--- config.mk ---
export PLATFORM = sky130hd
export DESIGN_NAME = hazard_stall_ctrl
export DESIGN_NICKNAME = d
export VERILOG_FILES = /design/src/rtl/pipe_ctrl_pkg.sv /design/src/rtl/hazard_detect.sv /design/src/rtl/hazard_stall_ctrl.sv
export SDC_FILE = /design/constraint.sdc
export NUM_CORES = 1
export LEC_CHECK = 0
export CAP_MARGIN = 20
export CORE_AREA = 2 2 49 46
export DETAILED_ROUTE_END_ITERATION = 12
export DIE_AREA = 0 0 51 48
export GPL_ROUTABILITY_DRIVEN = 0
export PLACE_DENSITY = 0.92
export SLEW_MARGIN = 25
export SYNTH_ARGS = -nofsm -noshare
export SYNTH_HDL_FRONTEND = slang
export SYNTH_HIERARCHICAL = 1
export SYNTH_SLANG_ARGS = --single-unit
--- constraint.sdc ---
create_clock -name clk -period 3.5 [get_ports clk]
set_input_delay 0.7 -clock clk [delete_from_list [all_inputs] [get_ports clk]]
set_output_delay 0.7 -clock clk [all_outputs]
set_load 0.05 [all_outputs]
--- src/rtl/pipe_ctrl_pkg.sv ---
`default_nettype none
// ============================================================================
//  Module      : pipe_ctrl_pkg
//  Description : Shared types and constants for the pipeline sequencing
//                controller and decode-side hazard logic.
//  Revision    : 1.0 - initial release
// ============================================================================
package pipe_ctrl_pkg;

    // Sequencer states: post-reset clear, normal issue, mul/div in flight
    typedef enum logic [1:0] {
        ST_INIT    = 2'd0,
        ST_RUN     = 2'd1,
        ST_MD_BUSY = 2'd2
    } hscState_t;

    // Architectural zero register; a write to it never creates a dependency
    localparam logic [4:0] C_REG_X0 = 5'd0;

endpackage : pipe_ctrl_pkg
`default_nettype wire

--- src/rtl/hazard_detect.sv ---
`default_nettype none
// ============================================================================
//  Module      : hazard_detect
//  Description : Combinational load-use dependency check between the load in
//                EX and the source operands of the instruction in ID.
//  Revision    : 1.0 - initial release
// ============================================================================
module hazard_detect
    import pipe_ctrl_pkg::*;
(
    input  logic       i_memRead,
    input  logic [4:0] i_rdAddr,
    input  logic [4:0] i_rs1Addr,
    input  logic [4:0] i_rs2Addr,
    input  logic       i_rs1Used,
    input  logic       i_rs2Used,
    output logic       o_loadUse
);

    logic w_rs1Hit;
    logic w_rs2Hit;

    // Only operands the ID instruction really reads can depend on the load
    always_comb begin
        w_rs1Hit  = i_rs1Used && (i_rs1Addr == i_rdAddr);
        w_rs2Hit  = i_rs2Used && (i_rs2Addr == i_rdAddr);
        o_loadUse = i_memRead && (i_rdAddr != C_REG_X0) && (w_rs1Hit || w_rs2Hit);
    end

endmodule : hazard_detect
`default_nettype wire

--- src/rtl/hazard_stall_ctrl.sv ---
`default_nettype none
// ============================================================================
//  Module      : hazard_stall_ctrl
//  Description : Pipeline sequencing controller for the 5-stage core. Drives
//                PC / pipeline-register enables and bubble flushes for
//                load-use, taken branches, data-memory waits and multi-cycle
//                mul/div operations, with a mul/div watchdog.
//                Optional: define HSC_PERF_CNT_EN to add stall/flush counters.
//  Revision    : 1.0 - initial release
// ============================================================================
module hazard_stall_ctrl
    import pipe_ctrl_pkg::*;
#(
    parameter int MD_TIMEOUT = 64,
    parameter int CNT_W      = 32
)
(
    input  logic             clk,
    input  logic             rst_n,
    input  logic             MemRead_ex,
    input  logic [4:0]       rdAddr_ex,
    input  logic [4:0]       rs1Addr_id,
    input  logic [4:0]       rs2Addr_id,
    input  logic             rs1Used_id,
    input  logic             rs2Used_id,
    input  logic             BranchTaken_ex,
    input  logic             MdOp_ex,
    input  logic             md_done,
    input  logic             MemReq_mem,
    input  logic             dmem_ready,
    output logic             PCWrite,
    output logic             IF_ID_Write,
    output logic             ID_EX_Write,
    output logic             EX_MEM_Write,
    output logic             IF_ID_Flush,
    output logic             ID_EX_Flush,
    output logic             EX_MEM_Flush,
    output logic             md_start,
`ifdef HSC_PERF_CNT_EN
    output logic             md_timeout,
    output logic [CNT_W-1:0] stall_cnt,
    output logic [CNT_W-1:0] flush_cnt
`else
    output logic             md_timeout
`endif
);

    localparam int c_wdogW = $clog2(MD_TIMEOUT) + 1;

    hscState_t          r_state;
    hscState_t          w_nextState;
    logic               r_mdDoneQ;
    logic [c_wdogW-1:0] r_wdog;

    logic w_memStall;
    logic w_loadUse;
    logic w_wdogExpire;
    logic w_mdDoneAny;
    logic w_release;
    logic w_mdEnter;

    hazard_detect u_hazardDetect (
        .i_memRead (MemRead_ex),
        .i_rdAddr  (rdAddr_ex),
        .i_rs1Addr (rs1Addr_id),
        .i_rs2Addr (rs2Addr_id),
        .i_rs1Used (rs1Used_id),
        .i_rs2Used (rs2Used_id),
        .o_loadUse (w_loadUse)
    );

    // Shared qualifiers for the state machine, watchdog and output decode
    always_comb begin
        w_memStall   = MemReq_mem && !dmem_ready;
        w_wdogExpire = (r_wdog == c_wdogW'(MD_TIMEOUT - 1));
        w_mdDoneAny  = md_done || r_mdDoneQ;
        w_release    = (w_mdDoneAny || w_wdogExpire) && !w_memStall;
        w_mdEnter    = (r_state == ST_RUN) && !w_memStall && !BranchTaken_ex && MdOp_ex;
    end

    // State register
    always_ff @(posedge clk or negedge rst_n) begin
        if (!rst_n) begin
            r_state <= ST_INIT;
        end else begin
            r_state <= w_nextState;
        end
    end

    // Next-state: one clear cycle after reset, then RUN <-> MD_BUSY
    always_comb begin
        w_nextState = r_state;
        case (r_state)
            ST_INIT:    w_nextState = ST_RUN;
            ST_RUN:     if (w_mdEnter) w_nextState = ST_MD_BUSY;
            ST_MD_BUSY: if (w_release) w_nextState = ST_RUN;
            default:    w_nextState = ST_INIT;
        endcase
    end

    // Watchdog and done latch; both hold across memory stalls except done capture
    always_ff @(posedge clk or negedge rst_n) begin
        if (!rst_n) begin
            r_mdDoneQ <= 1'b0;
            r_wdog    <= '0;
        end else begin
            case (r_state)
                ST_RUN: begin
                    if (w_mdEnter) begin
                        r_mdDoneQ <= 1'b0;
                        r_wdog    <= '0;
                    end
                end
                ST_MD_BUSY: begin
                    if (w_release) begin
                        r_mdDoneQ <= 1'b0;
                        r_wdog    <= '0;
                    end else begin
                        r_mdDoneQ <= r_mdDoneQ | md_done;
                        if (!w_memStall) begin
                            r_wdog <= r_wdog + c_wdogW'(1);
                        end
                    end
                end
                default: begin
                    r_mdDoneQ <= 1'b0;
                    r_wdog    <= '0;
                end
            endcase
        end
    end

    // Output decode in priority order: mem stall, mul/div busy, branch, md issue, load-use
    always_comb begin
        PCWrite      = 1'b1;
        IF_ID_Write  = 1'b1;
        ID_EX_Write  = 1'b1;
        EX_MEM_Write = 1'b1;
        IF_ID_Flush  = 1'b0;
        ID_EX_Flush  = 1'b0;
        EX_MEM_Flush = 1'b0;
        md_start     = 1'b0;
        md_timeout   = 1'b0;
        if ((r_state != ST_RUN) && (r_state != ST_MD_BUSY)) begin
            PCWrite      = 1'b0;
            IF_ID_Write  = 1'b0;
            ID_EX_Write  = 1'b0;
            EX_MEM_Write = 1'b0;
            IF_ID_Flush  = 1'b1;
            ID_EX_Flush  = 1'b1;
            EX_MEM_Flush = 1'b1;
        end else if (w_memStall) begin
            PCWrite      = 1'b0;
            IF_ID_Write  = 1'b0;
            ID_EX_Write  = 1'b0;
            EX_MEM_Write = 1'b0;
        end else if (r_state == ST_MD_BUSY) begin
            if (!w_release) begin
                PCWrite      = 1'b0;
                IF_ID_Write  = 1'b0;
                ID_EX_Write  = 1'b0;
                EX_MEM_Flush = 1'b1;
            end else begin
                md_timeout = w_wdogExpire && !w_mdDoneAny;
            end
        end else if (BranchTaken_ex) begin
            IF_ID_Flush = 1'b1;
            ID_EX_Flush = 1'b1;
        end else if (MdOp_ex) begin
            md_start     = 1'b1;
            PCWrite      = 1'b0;
            IF_ID_Write  = 1'b0;
            ID_EX_Write  = 1'b0;
            EX_MEM_Flush = 1'b1;
        end else if (w_loadUse) begin
            PCWrite     = 1'b0;
            IF_ID_Write = 1'b0;
            ID_EX_Flush = 1'b1;
        end
    end

`ifdef HSC_PERF_CNT_EN
    logic [CNT_W-1:0] r_stallCnt;
    logic [CNT_W-1:0] r_flushCnt;

    // Stall cycles (PC held) and branch-flush cycles outside the reset clear
    always_ff @(posedge clk or negedge rst_n) begin
        if (!rst_n) begin
            r_stallCnt <= '0;
            r_flushCnt <= '0;
        end else if (r_state != ST_INIT) begin
            if (!PCWrite) begin
                r_stallCnt <= r_stallCnt + CNT_W'(1);
            end
            if (IF_ID_Flush) begin
                r_flushCnt <= r_flushCnt + CNT_W'(1);
            end
        end
    end

    assign stall_cnt = r_stallCnt;
    assign flush_cnt = r_flushCnt;
`else
    localparam int c_cntWidthUnused = CNT_W;
`endif

endmodule : hazard_stall_ctrl
`default_nettype wire
==> Implementation_results.wiki <==
{| class="wikitable"
! Metric !! Value
|-
| DR DRC count || 0
|-
| Start point of the worst min-delay path || r_wdog[1]$_DFFE_PN0P_
|-
| Post-Synthesis Net Count || 131
|-
| FILL cells || 159
|-
| Core Footprint || 1900 sq um
|-
| Final Cycle Share || 94.6%
|-
| Setup repair after global routing missed its margin || no
|-
| Synthesized area per cell || 8.43 sq um
|-
| Cells taking the most area after synthesis || sky130_fd_sc_hd__dfrtp_1, sky130_fd_sc_hd__ha_1, sky130_fd_sc_hd__xor2_1
|-
| Antenna diodes || 0
|-
| Largest area contributor in the netlist || sky130_fd_sc_hd__dfrtp_1
|-
| Synthesized area || 843 sq um
|-
| Average wire per cell in the routed design || 13.7 microns
|-
| WHS Endpoint || r_wdog[1]$_DFFE_PN0P_
|-
| Share of final-layout standard cells stronger than drive strength 1 || 12.6%
|-
| Pin count of the biggest net entering global routing || 11
|-
| Antenna violations before repair || 0
|-
| Initial DRC Count || 12
|-
| Yosys top cell area share || 29.7%
|-
| Average vias per placed instance || 5.24
|-
| Worst IR Drop VDD || 0.000536 V
|-
| Finish-stage setup viols || 0
|-
| Critical path buffer and inverter count || 2
|-
| Clk sinks || 10
|-
| Status || finished, final reports clean
|-
| Wire length of the first global-routing pass || 3.57 mm
|-
| Cell type of the slowest stage on the worst timing path || sky130_fd_sc_hd__clkdlybuf4s50_1
|-
| DP Wirelength || 1.85 mm
|-
| Worst clock skew || 3.23 ps
|-
| Minimum clock period after layout || 3310 ps
|-
| Async set or reset register ratio after synthesis || 100%
|-
| Remaining max-slew budget at the tightest pin || 61.4%
|-
| Required @ worst endpoint || 2800 ps
|-
| Launching point of the worst reg2reg path || r_state[0]$_DFFE_PN0P_
|-
| Sequential-to-total area share from yosys stat || 29.7%
|-
| Largest delay contributor family on the critical path || buffers and inverters
|-
| P_leak || 0.000543 uW
|-
| Total global-route track usage || 20.1%
|-
| Start-to-end type of the worst setup path || in -> out
|-
| Worst Hold Slack || 499 ps
|-
| CP Cell Sequence || clkdlybuf4s50_1 -> xor2_1 -> nor4_1 -> nand3_1 -> a21oi_1 -> a21oi_1 -> o21ai_0 -> buf_12
|-
| Commonest non-fill, non-tap cell in the layout || sky130_fd_sc_hd__clkdlybuf4s50_1
|-
| H-tree depth reported by CTS || 1
|-
| CP peak stage delay || 460 ps
|-
| Maximum clock frequency || 302 MHz
|-
| # port buffers || 33
|-
| Number of stages on the worst hold path || 2
|-
| Final hold violation count || 0
|-
| Maximum Capacitance Violations || 0
|-
| Register-to-Register Setup Slack || 1590 ps
|-
| Ratio of total power to cell area || 724 nW/um^2
|-
| Max Buffers Root-to-Sink || 2
|-
| Starting utilization of the core area || 44.5%
|-
| Cell count after synthesis || 100
|-
| RR Endpoint || r_wdog[5]$_DFFE_PN0P_
|-
| Unique cell type count in the Yosys netlist || 32
|-
| Type of the worst min-delay path || reg -> reg
|-
| Congestion Overflow GR || 0
|-
| Slew at the pin with the worst max-slew slack || 580 ps
|-
| Arrival time at the worst endpoint || 2610 ps
|-
| Number of synthesized flops with an enable pin || 0
|-
| Most frequent cells in the layout || sky130_fd_sc_hd__clkdlybuf4s50_1, sky130_fd_sc_hd__o21ai_0, sky130_fd_sc_hd__dfrtp_1
|-
| Total Negative Setup Slacks || 0 ps
|-
| Yosys warnings || 6
|-
| Sum of routed wire length over all layers || 2.20 mm
|-
| Maximum fanout count along the critical path || 3
|-
| Number of resized instances in the post-cts repair step || 0
|-
| Hold-fix buffers at CTS || 0
|-
| CTS root buf || sky130_fd_sc_hd__clkbuf_4
|-
| Die boundary width || 51 microns
|-
| Number of buffers added for setup after CTS || 0
|-
| Die outline area || 2450 sq um
|-
| Clock tree from TritonCTS || built
|-
| Net count reported at finish || 168
|-
| Layout overhead on the synthesized area || 48.8%
|-
| Number of vias in the routed layout || 839
|-
| Number of max-slew violations in the final report || 0
|-
| Count of boundary I/O pins || 34
|-
| DRT antenna net count || 0
|-
| Clock latency on the worst-skew pair || 260 ps
|-
| Die height || 48 microns
|-
| Total clock buffers created by CTS || 3
|-
| Number of flip-flops and latches in the synthesized netlist || 10
|-
| FF-to-FF path depth || 6
|-
| Placement row count || 15
|-
| Number of global-route vias before repair || 783
|-
| Most used DFF post-synth || sky130_fd_sc_hd__dfrtp_1
|-
| Most frequent cell on the critical path || sky130_fd_sc_hd__a21oi_1
|-
| Sort of element at the end of the critical path || output port
|-
| Worst Setup Start Kind || input pin
|-
| Number of search-and-repair iterations in the first detailed-routing pass || 4
|-
| Clock edge transition at the registers on the reported setup and hold paths || 60 ps
|}
==> registers in the layout, summed over array words and instances, names as in the netlist <==
signal and count:
r_wdog 7, r_mdDoneQ 1, r_state 2
==> metrics by stage <==
| stage | instance area [sq um] | util (%) | instances | setup slack (ps) | power, uW |
|---|---|---|---|---|---|
| CTS | 1250 | 66.2 | 160 | 206 | 915 |
| global route | 1250 | 66.2 | 160 | 83.4 | 960 |
| detailed placement | 1230 | 65.0 | 157 | 211 | 838 |
| finish | 1250 | 66.2 | 160 | 189 | 909 |
| floorplan | 848 | - | 100 | 266 | 568 |
| global placement | 1230 | 65.0 | 157 | 256 | 823 |
==> worst reg2reg max path: stages, from the launching register on <==
cell and delay [ps]:
sky130_fd_sc_hd__dfrtp_1 420, sky130_fd_sc_hd__inv_1 100, sky130_fd_sc_hd__ha_1 300, sky130_fd_sc_hd__nor3b_4 280, sky130_fd_sc_hd__o31ai_1 160, sky130_fd_sc_hd__or4_1 510, sky130_fd_sc_hd__o21ai_1 80
==> layer usage <==
metal | routed length, microns | global-route usage, % | share of wire [%] | vias to the layer above
met5 | 0 | 0 | 0 | -
met4 | 62 | 6.49 | 2.8 | 0
met3 | 61 | 5.94 | 2.8 | 8
met1 | 956 | 22.9 | 43 | 383
met2 | 1120 | 37.1 | 51 | 20
li1 | - | - | - | 428
==> cells by family (layout without fill, tap and decap cells) <==
| kind of cell | Yosys count | count (layout) | share of synthesized area, % |
|---|---|---|---|
| AO/OA/AOI/OAI | 26 | 26 | 18.4 |
| XOR/XNOR | 10 | 10 | 10.4 |
| adder cells (fa/ha/maj) | 6 | 6 | 8.90 |
| buffers and inverters | 8 | 43 | 4.01 |
| flip-flops | 10 | 10 | 29.7 |
| multiplexers | 1 | 1 | 1.34 |
| AND/OR/NAND/NOR | 39 | 39 | 27.3 |
==> cells in the mapped netlist, types with 2 or more instances <==
master,instances
sky130_fd_sc_hd__o21ai_1,2
sky130_fd_sc_hd__inv_1,7
sky130_fd_sc_hd__nand2_1,9
sky130_fd_sc_hd__or4_1,3
sky130_fd_sc_hd__nor3_1,5
sky130_fd_sc_hd__o31ai_1,2
sky130_fd_sc_hd__ha_1,6
sky130_fd_sc_hd__nand3_1,5
sky130_fd_sc_hd__a21oi_1,5
sky130_fd_sc_hd__xnor2_1,2
sky130_fd_sc_hd__dfrtp_1,10
sky130_fd_sc_hd__o21ai_0,11
sky130_fd_sc_hd__and3_1,2
sky130_fd_sc_hd__xor2_1,8
sky130_fd_sc_hd__nand2b_1,3
sky130_fd_sc_hd__nor2_1,4
==> area by class of cell <==
| cell class | count | area, sq um | area share, % |
|---|---|---|---|
| multi-input cells | 82 | 564 | 45.0 |
| repair buffers | 33 | 360 | 28.7 |
| flip-flops and latches | 10 | 250 | 19.9 |
| well taps | 25 | 31.3 | 2.49 |
| inverters | 7 | 26.3 | 2.09 |
| clock buffers | 3 | 22.5 | 1.79 |
==> worst max-delay path by stage <==
stage / start / to / cells past startpoint
2_1_floorplan: rdAddr_ex[0] / ID_EX_Flush / 6
3_3_place_gp: rdAddr_ex[2] / ID_EX_Flush / 8
3_5_place_dp: rdAddr_ex[2] / ID_EX_Flush / 8
4_1_cts: rdAddr_ex[2] / ID_EX_Flush / 8
5_1_grt: rdAddr_ex[3] / ID_EX_Flush / 8
6_report: rdAddr_ex[3] / ID_EX_Flush / 8
==> power by group <==
part	switching, uW	internal, uW
clock network	36.4	39.6
registers	18.3	133
logic	407	275
Power figures use the tool's default switching activity.
